$ cat src/rtl/ntt_layer_ctrl_pkg.sv
// Shared constants and types for the Kyber NTT layer sequencer.
// Imported by the address generator and the controller.
package ntt_layer_ctrl_pkg;

  localparam int N            = 256;
  localparam int LOG_N        = 8;
  localparam int NUM_LAYERS   = 7;
  localparam int Q            = 3329;
  localparam int BF_PER_LAYER = 128;

  typedef enum logic [1:0] {
    S_IDLE  = 2'd0,
    S_ISSUE = 2'd1,
    S_DRAIN = 2'd2,
    S_DONE  = 2'd3
  } state_e;

  typedef struct packed {
    logic       en;
    logic [7:0] a;
    logic [7:0] b;
  } rd_req_t;

endpackage

$ cat src/rtl/ntt_layer_ctrl_if.sv
// Control/status and RAM-side bus of the NTT layer sequencer.
// master = requester, slave = sequencer.
interface ntt_layer_ctrl_if;

  logic       start;
  logic       inverse;
  logic       busy;
  logic       done;
  logic       rd_en;
  logic [7:0] rd_addr_a;
  logic [7:0] rd_addr_b;
  logic [6:0] zeta_idx;
  logic       bf_valid;
  logic       bf_inv;
  logic       wr_en;
  logic [7:0] wr_addr_a;
  logic [7:0] wr_addr_b;
  logic [2:0] layer;

  modport master (
    output start, inverse,
    input  busy, done, rd_en,
    input  rd_addr_a, rd_addr_b, zeta_idx,
    input  bf_valid, bf_inv, wr_en,
    input  wr_addr_a, wr_addr_b, layer
  );

  modport slave (
    input  start, inverse,
    output busy, done, rd_en,
    output rd_addr_a, rd_addr_b, zeta_idx,
    output bf_valid, bf_inv, wr_en,
    output wr_addr_a, wr_addr_b, layer
  );

endinterface

$ cat src/rtl/ntt_addr_gen.sv
// Butterfly address and zeta index for (layer, idx, mode).
// Purely combinational.
module ntt_addr_gen
  import ntt_layer_ctrl_pkg::*;
(
  input  logic [2:0] layer_i,
  input  logic [6:0] idx_i,
  input  logic       inverse_i,
  output logic [7:0] addr_a_o,
  output logic [7:0] addr_b_o,
  output logic [6:0] zeta_idx_o
);

  logic [7:0] len;
  logic [2:0] lg;
  logic [6:0] mask;
  logic [6:0] grp;
  logic [6:0] off;

  always_comb begin
    if (inverse_i) begin
      lg  = layer_i + 3'd1;
      len = 8'd2 << layer_i;
    end else begin
      lg  = 3'd7 - layer_i;
      len = 8'd128 >> layer_i;
    end
    mask     = 7'(len - 8'd1);
    grp      = idx_i >> lg;
    off      = idx_i & mask;
    // group base is grp * 2 * len
    addr_a_o = (({1'b0, grp} << lg) << 1) + {1'b0, off};
    addr_b_o = addr_a_o + len;
    if (inverse_i) begin
      zeta_idx_o = 7'((8'd128 >> layer_i) - 8'd1) - grp;
    end else begin
      zeta_idx_o = (7'd1 << layer_i) + grp;
    end
  end

endmodule

$ cat src/rtl/ntt_layer_ctrl.sv
// Seven-layer NTT/INTT butterfly sequencer with
// delay-matched write-back and inter-layer drain.
module ntt_layer_ctrl
  import ntt_layer_ctrl_pkg::*;
#(
  parameter int RD_LAT = 1,
  parameter int BF_LAT = 3
) (
  input logic             clk,
  input logic             rst_n,
  ntt_layer_ctrl_if.slave bus
);

  localparam int DRAIN = RD_LAT + BF_LAT;

  state_e     state_q, state_d;
  logic [6:0] idx_q, idx_d;
  logic [2:0] layer_q, layer_d;
  logic [7:0] dcnt_q, dcnt_d;
  logic       inv_q, inv_d;

  logic [7:0] gen_a, gen_b;
  logic [6:0] gen_z;
  logic       issue;
  rd_req_t    rd_req;
  rd_req_t    dly_q [DRAIN];

  ntt_addr_gen u_addr_gen (
    .layer_i    (layer_q),
    .idx_i      (idx_q),
    .inverse_i  (inv_q),
    .addr_a_o   (gen_a),
    .addr_b_o   (gen_b),
    .zeta_idx_o (gen_z)
  );

  always_ff @(posedge clk or negedge rst_n) begin
    if (!rst_n) begin
      state_q <= S_IDLE;
      idx_q   <= '0;
      layer_q <= '0;
      dcnt_q  <= '0;
      inv_q   <= 1'b0;
    end else begin
      state_q <= state_d;
      idx_q   <= idx_d;
      layer_q <= layer_d;
      dcnt_q  <= dcnt_d;
      inv_q   <= inv_d;
    end
  end

  always_comb begin
    state_d = state_q;
    idx_d   = idx_q;
    layer_d = layer_q;
    dcnt_d  = dcnt_q;
    inv_d   = inv_q;
    unique case (state_q)
      S_IDLE: begin
        if (bus.start) begin
          inv_d   = bus.inverse;
          layer_d = '0;
          idx_d   = '0;
          state_d = S_ISSUE;
        end
      end
      S_ISSUE: begin
        idx_d = idx_q + 7'd1;
        if (idx_q == 7'd127) begin
          dcnt_d  = '0;
          state_d = S_DRAIN;
        end
      end
      S_DRAIN: begin
        dcnt_d = dcnt_q + 8'd1;
        if (dcnt_q == 8'(DRAIN - 1)) begin
          if (layer_q == 3'd6) begin
            state_d = S_DONE;
          end else begin
            layer_d = layer_q + 3'd1;
            idx_d   = '0;
            state_d = S_ISSUE;
          end
        end
      end
      S_DONE: state_d = S_IDLE;
      default: state_d = S_IDLE;
    endcase
  end

  // addresses are forced to zero outside ISSUE so idle buses stay quiet
  always_comb begin
    issue     = (state_q == S_ISSUE);
    rd_req.en = issue;
    rd_req.a  = issue ? gen_a : 8'd0;
    rd_req.b  = issue ? gen_b : 8'd0;
  end

  always_ff @(posedge clk or negedge rst_n) begin
    if (!rst_n) begin
      for (int i = 0; i < DRAIN; i++) dly_q[i] <= '0;
    end else begin
      dly_q[0] <= rd_req;
      for (int i = 1; i < DRAIN; i++) dly_q[i] <= dly_q[i-1];
    end
  end

  assign bus.busy      = (state_q != S_IDLE);
  assign bus.done      = (state_q == S_DONE);
  assign bus.rd_en     = rd_req.en;
  assign bus.rd_addr_a = rd_req.a;
  assign bus.rd_addr_b = rd_req.b;
  assign bus.zeta_idx  = issue ? gen_z : 7'd0;
  assign bus.bf_valid  = dly_q[RD_LAT-1].en;
  assign bus.bf_inv    = inv_q;
  assign bus.wr_en     = dly_q[DRAIN-1].en;
  assign bus.wr_addr_a = dly_q[DRAIN-1].a;
  assign bus.wr_addr_b = dly_q[DRAIN-1].b;
  assign bus.layer     = layer_q;

endmodule

$ cat src/flat_wrapper.sv
// flat-port wrapper written by rule: the top's interface ports become plain ports
module ntt_layer_ctrl_flat import ntt_layer_ctrl_pkg::*;
#(
  parameter int RD_LAT = 1,
  parameter int BF_LAT = 3
)
  (clk, rst_n, bus_start, bus_inverse, bus_busy, bus_done, bus_rd_en, bus_rd_addr_a, bus_rd_addr_b, bus_zeta_idx, bus_bf_valid, bus_bf_inv, bus_wr_en, bus_wr_addr_a, bus_wr_addr_b, bus_layer);
  ntt_layer_ctrl_if bus_i ();
  input logic clk;
  input logic rst_n;
  input wire logic [$bits(bus_i.start)-1:0] bus_start;
  input wire logic [$bits(bus_i.inverse)-1:0] bus_inverse;
  output wire logic [$bits(bus_i.busy)-1:0] bus_busy;
  output wire logic [$bits(bus_i.done)-1:0] bus_done;
  output wire logic [$bits(bus_i.rd_en)-1:0] bus_rd_en;
  output wire logic [$bits(bus_i.rd_addr_a)-1:0] bus_rd_addr_a;
  output wire logic [$bits(bus_i.rd_addr_b)-1:0] bus_rd_addr_b;
  output wire logic [$bits(bus_i.zeta_idx)-1:0] bus_zeta_idx;
  output wire logic [$bits(bus_i.bf_valid)-1:0] bus_bf_valid;
  output wire logic [$bits(bus_i.bf_inv)-1:0] bus_bf_inv;
  output wire logic [$bits(bus_i.wr_en)-1:0] bus_wr_en;
  output wire logic [$bits(bus_i.wr_addr_a)-1:0] bus_wr_addr_a;
  output wire logic [$bits(bus_i.wr_addr_b)-1:0] bus_wr_addr_b;
  output wire logic [$bits(bus_i.layer)-1:0] bus_layer;
  assign bus_i.start = bus_start;
  assign bus_i.inverse = bus_inverse;
  assign bus_busy = bus_i.busy;
  assign bus_done = bus_i.done;
  assign bus_rd_en = bus_i.rd_en;
  assign bus_rd_addr_a = bus_i.rd_addr_a;
  assign bus_rd_addr_b = bus_i.rd_addr_b;
  assign bus_zeta_idx = bus_i.zeta_idx;
  assign bus_bf_valid = bus_i.bf_valid;
  assign bus_bf_inv = bus_i.bf_inv;
  assign bus_wr_en = bus_i.wr_en;
  assign bus_wr_addr_a = bus_i.wr_addr_a;
  assign bus_wr_addr_b = bus_i.wr_addr_b;
  assign bus_layer = bus_i.layer;
  ntt_layer_ctrl #(.RD_LAT(RD_LAT), .BF_LAT(BF_LAT)) u_core (.clk(clk), .rst_n(rst_n), .bus(bus_i));
endmodule
$ cat config.mk
export PLATFORM = sky130hd
export DESIGN_NAME = ntt_layer_ctrl_flat
export DESIGN_NICKNAME = d
export VERILOG_FILES = /design/src/rtl/ntt_layer_ctrl_pkg.sv /design/src/rtl/ntt_layer_ctrl_if.sv /design/src/rtl/ntt_addr_gen.sv /design/src/rtl/ntt_layer_ctrl.sv /design/src/flat_wrapper.sv
export SDC_FILE = /design/constraint.sdc
export NUM_CORES = 1
export LEC_CHECK = 0
export BUFFER_PORTS_ARGS = -buffer_cell sky130_fd_sc_hd__buf_2
export CELL_PAD_IN_SITES_DETAIL_PLACEMENT = 2
export CELL_PAD_IN_SITES_GLOBAL_PLACEMENT = 2
export CORE_MARGIN = 4
export CORE_UTILIZATION = 35
export DETAILED_ROUTE_END_ITERATION = 8
export PLACE_DENSITY_LB_ADDON = 0.2
export SLEW_MARGIN = 20
export SYNTH_ARGS = -nofsm -noshare
export SYNTH_HDL_FRONTEND = slang
export SYNTH_SLANG_ARGS = --single-unit
$ cat constraint.sdc
create_clock -name clk -period 5 [get_ports clk]
set_input_delay 1 -clock clk [delete_from_list [all_inputs] [get_ports clk]]
set_output_delay 1 -clock clk [all_outputs]
set_load 0.01 [all_outputs]
# Word-level counts from Yosys, hierarchy flattened
# Index checks and enable logic that the tools add are counted.
# totals
regBits,89
elab_cells,74
output_inout_bits,48
input_bits,4
# op_classes
n_reduce_logical,10
bitwise_logic,1
add_sub_neg,10
shifts,5
muxes,21
n_eq_ne,10
# ops
cell,n
7-bit 2-to-1 mux,5
8-bit 2-to-1 mux,4
7-bit case mux with 3 select lines,1
8-bit case mux with 2 select lines,1
7-bit by 1-bit subtractor with 7-bit output (second input constant),2
3-bit 2-to-1 mux,4
8-bit by 1-bit adder with 8-bit output (second input constant),1
8-bit by 7-bit adder with 8-bit output,1
8-bit adder,1
8-bit by 2-bit == test with 1-bit output (second input constant),1
2-bit 2-to-1 mux,4
2-bit case mux with 4 select lines,1
4-bit AND reduction,2
2-bit by 3-bit left shift with 8-bit output (first input constant),1
8-bit by 3-bit right shift with 8-bit output (first input constant),1
7-bit by 1-bit adder with 7-bit output (second input constant),1
7-bit adder,1
7-bit bitwise AND,1
7-bit == test (second input constant),1
1-bit by 3-bit left shift with 7-bit output (first input constant),1
7-bit by 3-bit left shift with 7-bit output,1
7-bit by 3-bit right shift with 7-bit output,1
7-bit subtractor,1
2-bit != test (second input constant),3
12 further kinds,16

# Depth between registers and ports, before layout
# logic_depth
ltp_word,7
ltp_mapped,23
depth_no_buf,21

# Hierarchy
# A second synthesis with hierarchy kept.
# hier_totals
hier_cells,472
area_unflattened_um2,4984.8
# by_module_without_submodules
mod,cells_per_inst,area_per_inst_um2,seq_area_each_um2,instances
ntt_layer_ctrl,232,3171.8,2227.1,1
ntt_addr_gen,240,1813.0,0.0,1

# Worst setup path before layout
# OpenSTA, ideal clock, no wires.
# synth_path
kind,register -> output
startpoint,register u_core.layer_q[0] (netlist: u_core.bus.layer[0])
endpoint,output port bus_rd_addr_b[6]
stages_incl_launch_ff,19
slack_ns,-0.314
n_path_buf,2
required_ns,4.000
t_arrival_ns,4.314
cell_sequence,dfrtp_1 -> buf_6 -> buf_2 -> inv_1 -> ha_1 -> or2b_1 -> nand2_4 -> o31ai_1 -> mux2i_1 -> nand2b_1 -> fa_1 -> inv_1 -> ha_1 -> nor2b_1 -> o21ai_0 -> a2111oi_0 -> nor4_1 -> xor2_1 -> nor2_1
# synth_between
elab_chain_len,7
elab_cells_between_ends,13
cone_classes,5 x add/sub; 4 x shift; 3 x mux; 1 x bitwise
# synth_rtl
item,line,text
start: declaration,ntt_layer_ctrl.sv:18,"logic [2:0] layer_q, layer_d;"
start signal: assignment,ntt_layer_ctrl.sv:47,layer_q <= layer_d;
"3-bit subtractor, or another cell as far along",ntt_addr_gen.sv:25,lg = 3'd7 - layer_i;
3-bit 2-to-1 mux or 8-bit 2-to-1 mux (tied branches),ntt_addr_gen.sv:21,if (inverse_i) begin
7-bit by 3-bit right shift with 7-bit output or 7-bit by 1-bit subtractor with 7-bit output (tied branches),"ntt_addr_gen.sv:29, ntt_addr_gen.sv:28",
7-bit by 3-bit left shift with 7-bit output or 7-bit bitwise AND (tied branches),"ntt_addr_gen.sv:32, ntt_addr_gen.sv:30",
8-bit by 7-bit adder with 8-bit output,ntt_addr_gen.sv:32,"addr_a_o = (({1'b0, grp} << lg) << 1) + {1'b0, off};"
8-bit adder *,ntt_addr_gen.sv:33,addr_b_o = addr_a_o + len;
8-bit 2-to-1 mux *,ntt_layer_ctrl.sv:97,rd_req.b = issue ? gen_b : 8'd0;
end: declaration,flat_wrapper.sv:17,output wire logic [$bits(bus_i.rd_addr_b)-1:0] bus_rd_addr_b;
# Mark *: on every way between the ends. The rest lies on a longest branch, timed or not.

# Final worst setup path
# layout_path
startpoint,register u_core.layer_q[0] (netlist: u_core.bus.layer[0])
endpoint,output port bus_rd_addr_b[7]
# The elaborated chain is that of the path after synthesis.

==> impl_metrics.csv <==
group,metric,value,unit
synthesis,yosysSeqAreaShare,45.86,%
floorplan,die_w,125.8,um
timing,hold_viol_final,0,
routing,wl,17.58,mm
floorplan,start_util,36.24,%
placed_design,place_inst,707,
synthesis,synth-async-reset-ratio,100.0,%
status,status,"complete, but fails checks",
synthesis,yosysWarnings,0,
timing,post-route-period-util,111.9,%
critical_path,rr_worst_depth,21,
cts,htree_num_levels,3,
timing,worst_pin_slew,885.4,ps
power_and_ir_drop,p_leak,0.002930,uW
cts,cts_inserted_buffers,9,
timing,maxSlewViolCount,0,
cells_and_area,n_fill_cell,1372,
cts,numClockSinks,89,
routing,dr_wl_met3,600,um
cells_and_area,finalNonFillerCells,748,
cts,path_clk_slew,70,ps
routing,met1_length,7.190,mm
cells_and_area,n_antenna_cell,0,
cells_and_area,area_growth,33.01,%
power_and_ir_drop,p_seq_share,21.5,%
critical_path,worstPathArrival,4600,ps
routing,viasPerCell,5.293,
critical_path,cp.depth,21,
power_and_ir_drop,power_switching,2455,uW
timing,rsz0062_at_grt,"true",
routing,dr_total_vias,3959,
routing,top_layer,"met4",
cts,cts_buffer_depth,2,
power_and_ir_drop,vdd_drop_max,507.2,uV
power_and_ir_drop,power_frac_comb,67.1,%
routing,ant_nets,0,
placed_design,dp_hpwl,10.25,mm
global_routing,grt_pass1_vias,4589,
floorplan,die_height,125.8,um
global_routing,grt_pass1_wl,26.22,mm
cts,clockRootBuffer,"clkbuf_16",
global_routing,grt_max_degree,52,
critical_path,cp-start-kind,"flip-flop",
timing,hold_ws,348.3,ps
critical_path,critPathKind,"flip-flop to primary output",
global_routing,grt.total_usage,21.25,%
cells_and_area,final_nets,606,
synthesis,yosys_register_bits,89,
critical_path,cp.required,4000,ps
timing,setup_viol,6,
run,maxCapViolCount,0,
routing,wl_met2,9.180,mm
power_and_ir_drop,powerDensity,862.0,nW/um^2
floorplan,io_pins,52,
cells_and_area,register_area,2227,sq um
cts,clk_latency,350,ps
timing,final.setup.worst_slack,-597.3,ps
placed_design,gp_congestion,0.8203,
synthesis,synth_edf_count,0,
status,failed_checks,"negative setup slack",
power_and_ir_drop,switching_share,44.09,%
power_and_ir_drop,p_int,3113,uW
global_routing,antenna_found_initial,0,
routing,dr.first_iter.drc_count,195,
placed_design,port_buffers,51,
cells_and_area,drive_gt1_share,41.08,%
critical_path,worstSetupEndpointType,"primary output",
timing,maxSlewHeadroom,40.86,%
timing,setup_tns,-2156,ps
floorplan,num_rows,42,
power_and_ir_drop,pwr-share-clk,11.5,%
timing,clock.fmax,178.7,MHz
routing,post_drt_wl_per_cell,23.50,um
routing,drt-pass1-iter-count,4,
critical_path,worstPathCellList,"ha_2 -> ha_4 -> mux2_4 -> o211a_1 -> a21oi_1 -> mux2_4 -> mux2i_4 -> a21oi_2 -> ha_1 -> a211oi_2 -> nor2_1 -> o21a_1 -> nor2_4 -> xnor2_2 -> ha_4 -> nor2_4 -> o31ai_4 -> o221ai_4 -> xor2_2 -> nor2_2 -> buf_2",
global_routing,grt_remaining_overflow,0,
critical_path,worst-path-max-fanout,5,
cells_and_area,multi_input_area,2795,sq um
synthesis,netlist_area,4856,sq um
critical_path,max_stage_delay,400,ps
critical_path,critPathSlowestCell,"dfrtp_1",
floorplan,design.die.area,15820,sq um
synthesis,synthCells,464,
worst_hold_path,hold_depth,0,
synthesis,synth_area_per_cell,10.47,sq um
power_and_ir_drop,power,5567,uW
cts,cts_hold_buf,0,
floorplan,core,13400,sq um
synthesis,syn-num-nets,502,
critical_path,crit_family,"compound AO/OA/AOI/OAI gates",
timing,skew,11.37,ps
synthesis,synth_ff_type,"dfrtp_1",
critical_path,path_buf_inv,1,
cts,cts_tree,"done",
synthesis,yosys.cell_types.count,71,
routing,drc,0,
timing,min_period,5597,ps
worst_hold_path,min_path_type,"flip-flop to flip-flop",
==> synth_stat cells (2+ instances only) <==
master | number | area, sq um
nor2b_1 | 9 | 56.30
nand3_1 | 13 | 65.06
buf_6 | 3 | 33.78
buf_2 | 3 | 15.01
o21a_1 | 2 | 15.01
a31oi_1 | 3 | 18.77
a2111oi_0 | 2 | 17.52
or2b_1 | 2 | 15.01
nor2_1 | 44 | 165.2
o211ai_1 | 3 | 22.52
a21oi_1 | 19 | 95.09
nand2b_1 | 7 | 43.79
nand2_1 | 26 | 97.59
xnor2_1 | 19 | 166.4
o21bai_1 | 2 | 15.01
maj3_1 | 3 | 30.03
inv_1 | 26 | 97.59
a31o_2 | 2 | 17.52
o31ai_1 | 3 | 22.52
or3_1 | 2 | 12.51
xor2_1 | 11 | 96.34
and3_1 | 6 | 37.54
nand3b_1 | 2 | 15.01
a21o_1 | 3 | 22.52
clkbuf_1 | 4 | 15.01
buf_4 | 17 | 127.6
o21ai_0 | 28 | 140.1
and2_1 | 9 | 56.30
a21boi_0 | 3 | 22.52
nand4_1 | 4 | 25.02
a211oi_1 | 4 | 30.03
dfrtp_1 | 89 | 2227
and2_2 | 2 | 15.01
nor3_1 | 6 | 30.03
mux2_2 | 5 | 56.30
mux2i_1 | 9 | 90.09
ha_1 | 30 | 375.4
clkbuf_8 | 2 | 27.53
nor4_1 | 2 | 12.51
fa_1 | 4 | 80.08
==> cell usage in the layout, fill, tap and decap left out, drive strengths merged, types with 13 or more instances in the layout <==
cell / Yosys / final
nand2: 27 / 27
inv: 26 / 29
ha: 30 / 30
xnor2: 19 / 19
nand3: 13 / 13
dfrtp: 89 / 89
a21oi: 20 / 20
o21ai: 29 / 29
nor2: 44 / 44
buf: 25 / 125
==> per-stage QoR <==
stage | instance area (sq um) | worst slack (ps) | utilization (%)
CTS | 6173 | -307.1 | 46.07
floorplan | 4911 | 21.78 | -
finish | 6459 | -597.3 | 48.20
global route | 6459 | -676.1 | 48.20
detailed placement | 5512 | -263.4 | 41.13
global placement | 5512 | -35.31 | 41.13
==> metal layers <==
metal  track usage, %  vias up
met5                0        -
met1            25.64     2035
met3            3.726       34
li1                 -     1793
met4            6.562        0
met2            38.61       97
==> final cells by class <==
type / count / share of cell area, %
Clock buffer: 9 / 3.487
Clock inverter: 6 / 0.7749
Inverter: 26 / 1.511
Multi-Input combinational cell: 317 / 43.28
Sequential cell: 89 / 34.48
Tap cell: 176 / 3.410
Timing Repair Buffer: 125 / 13.06
==> repair_timing <==
item | 4_1_cts | 5_1_grt
buffers inserted | 14 | 14
endpoints found under the setup margin | 7 | 14
gates resized for setup | 60 | 40
gates cloned | 0 | 0
pin swaps | 32 | 31
==> power groups by stage <==
stage | sequential [uW] | clock (uW) | combinational (uW)
after CTS | 1190 | 650 | 3120
after detailed placement | 1200 | 0 | 2640
final | 1190 | 640 | 3730
after floorplan | 1130 | 0 | 1710
after global routing | 1240 | 692 | 3980
after global placement | 1170 | 0 | 2540
==> registers in the layout (all words and copies together), names as in the netlist <==
signal and flops:
u_core.bus.bf_valid 1, u_core.dly_q 50, u_core.state_q 2, u_core.idx_q 7, u_core.bus.wr_en 1, u_core.bus.bf_inv 1
u_core.bus.layer 3, u_core.bus.wr_addr_a 8, u_core.dcnt_q 8, u_core.bus.wr_addr_b 8
==> path summary, 6_finish.rpt <==
path | startpoint | slack (ps) | end
worst max-delay path | u_core.bus.layer[0] | -600 | bus_rd_addr_b[7]
worst min-delay path | u_core.dly_q[30] | 350 | u_core.bus.wr_addr_a[5]
worst max register to register | u_core.bus.layer[0] | 740 | u_core.dly_q[55]
worst min register to register | u_core.dly_q[30] | 350 | u_core.bus.wr_addr_a[5]
min in group asynchronous | rst_n | 610 | u_core.bus.wr_addr_b[2]
max in group asynchronous | rst_n | 3370 | u_core.bus.wr_addr_a[0]
==> cell families (layout without fill, tap and decap cells) <==
kind of cell | after synthesis | after routing | share of synthesized area [%]
simple gates | 142 | 142 | 15.12
compound gates | 89 | 89 | 11.88
flops | 89 | 89 | 45.86
buf+inv | 58 | 166 | 7.111
fa+ha+maj | 37 | 37 | 9.998
xor+xnor | 31 | 31 | 5.875
mux | 17 | 17 | 4.071
other cells | 1 | 1 | 0.07723
Note: power is estimated with default switching activity, not from simulation.
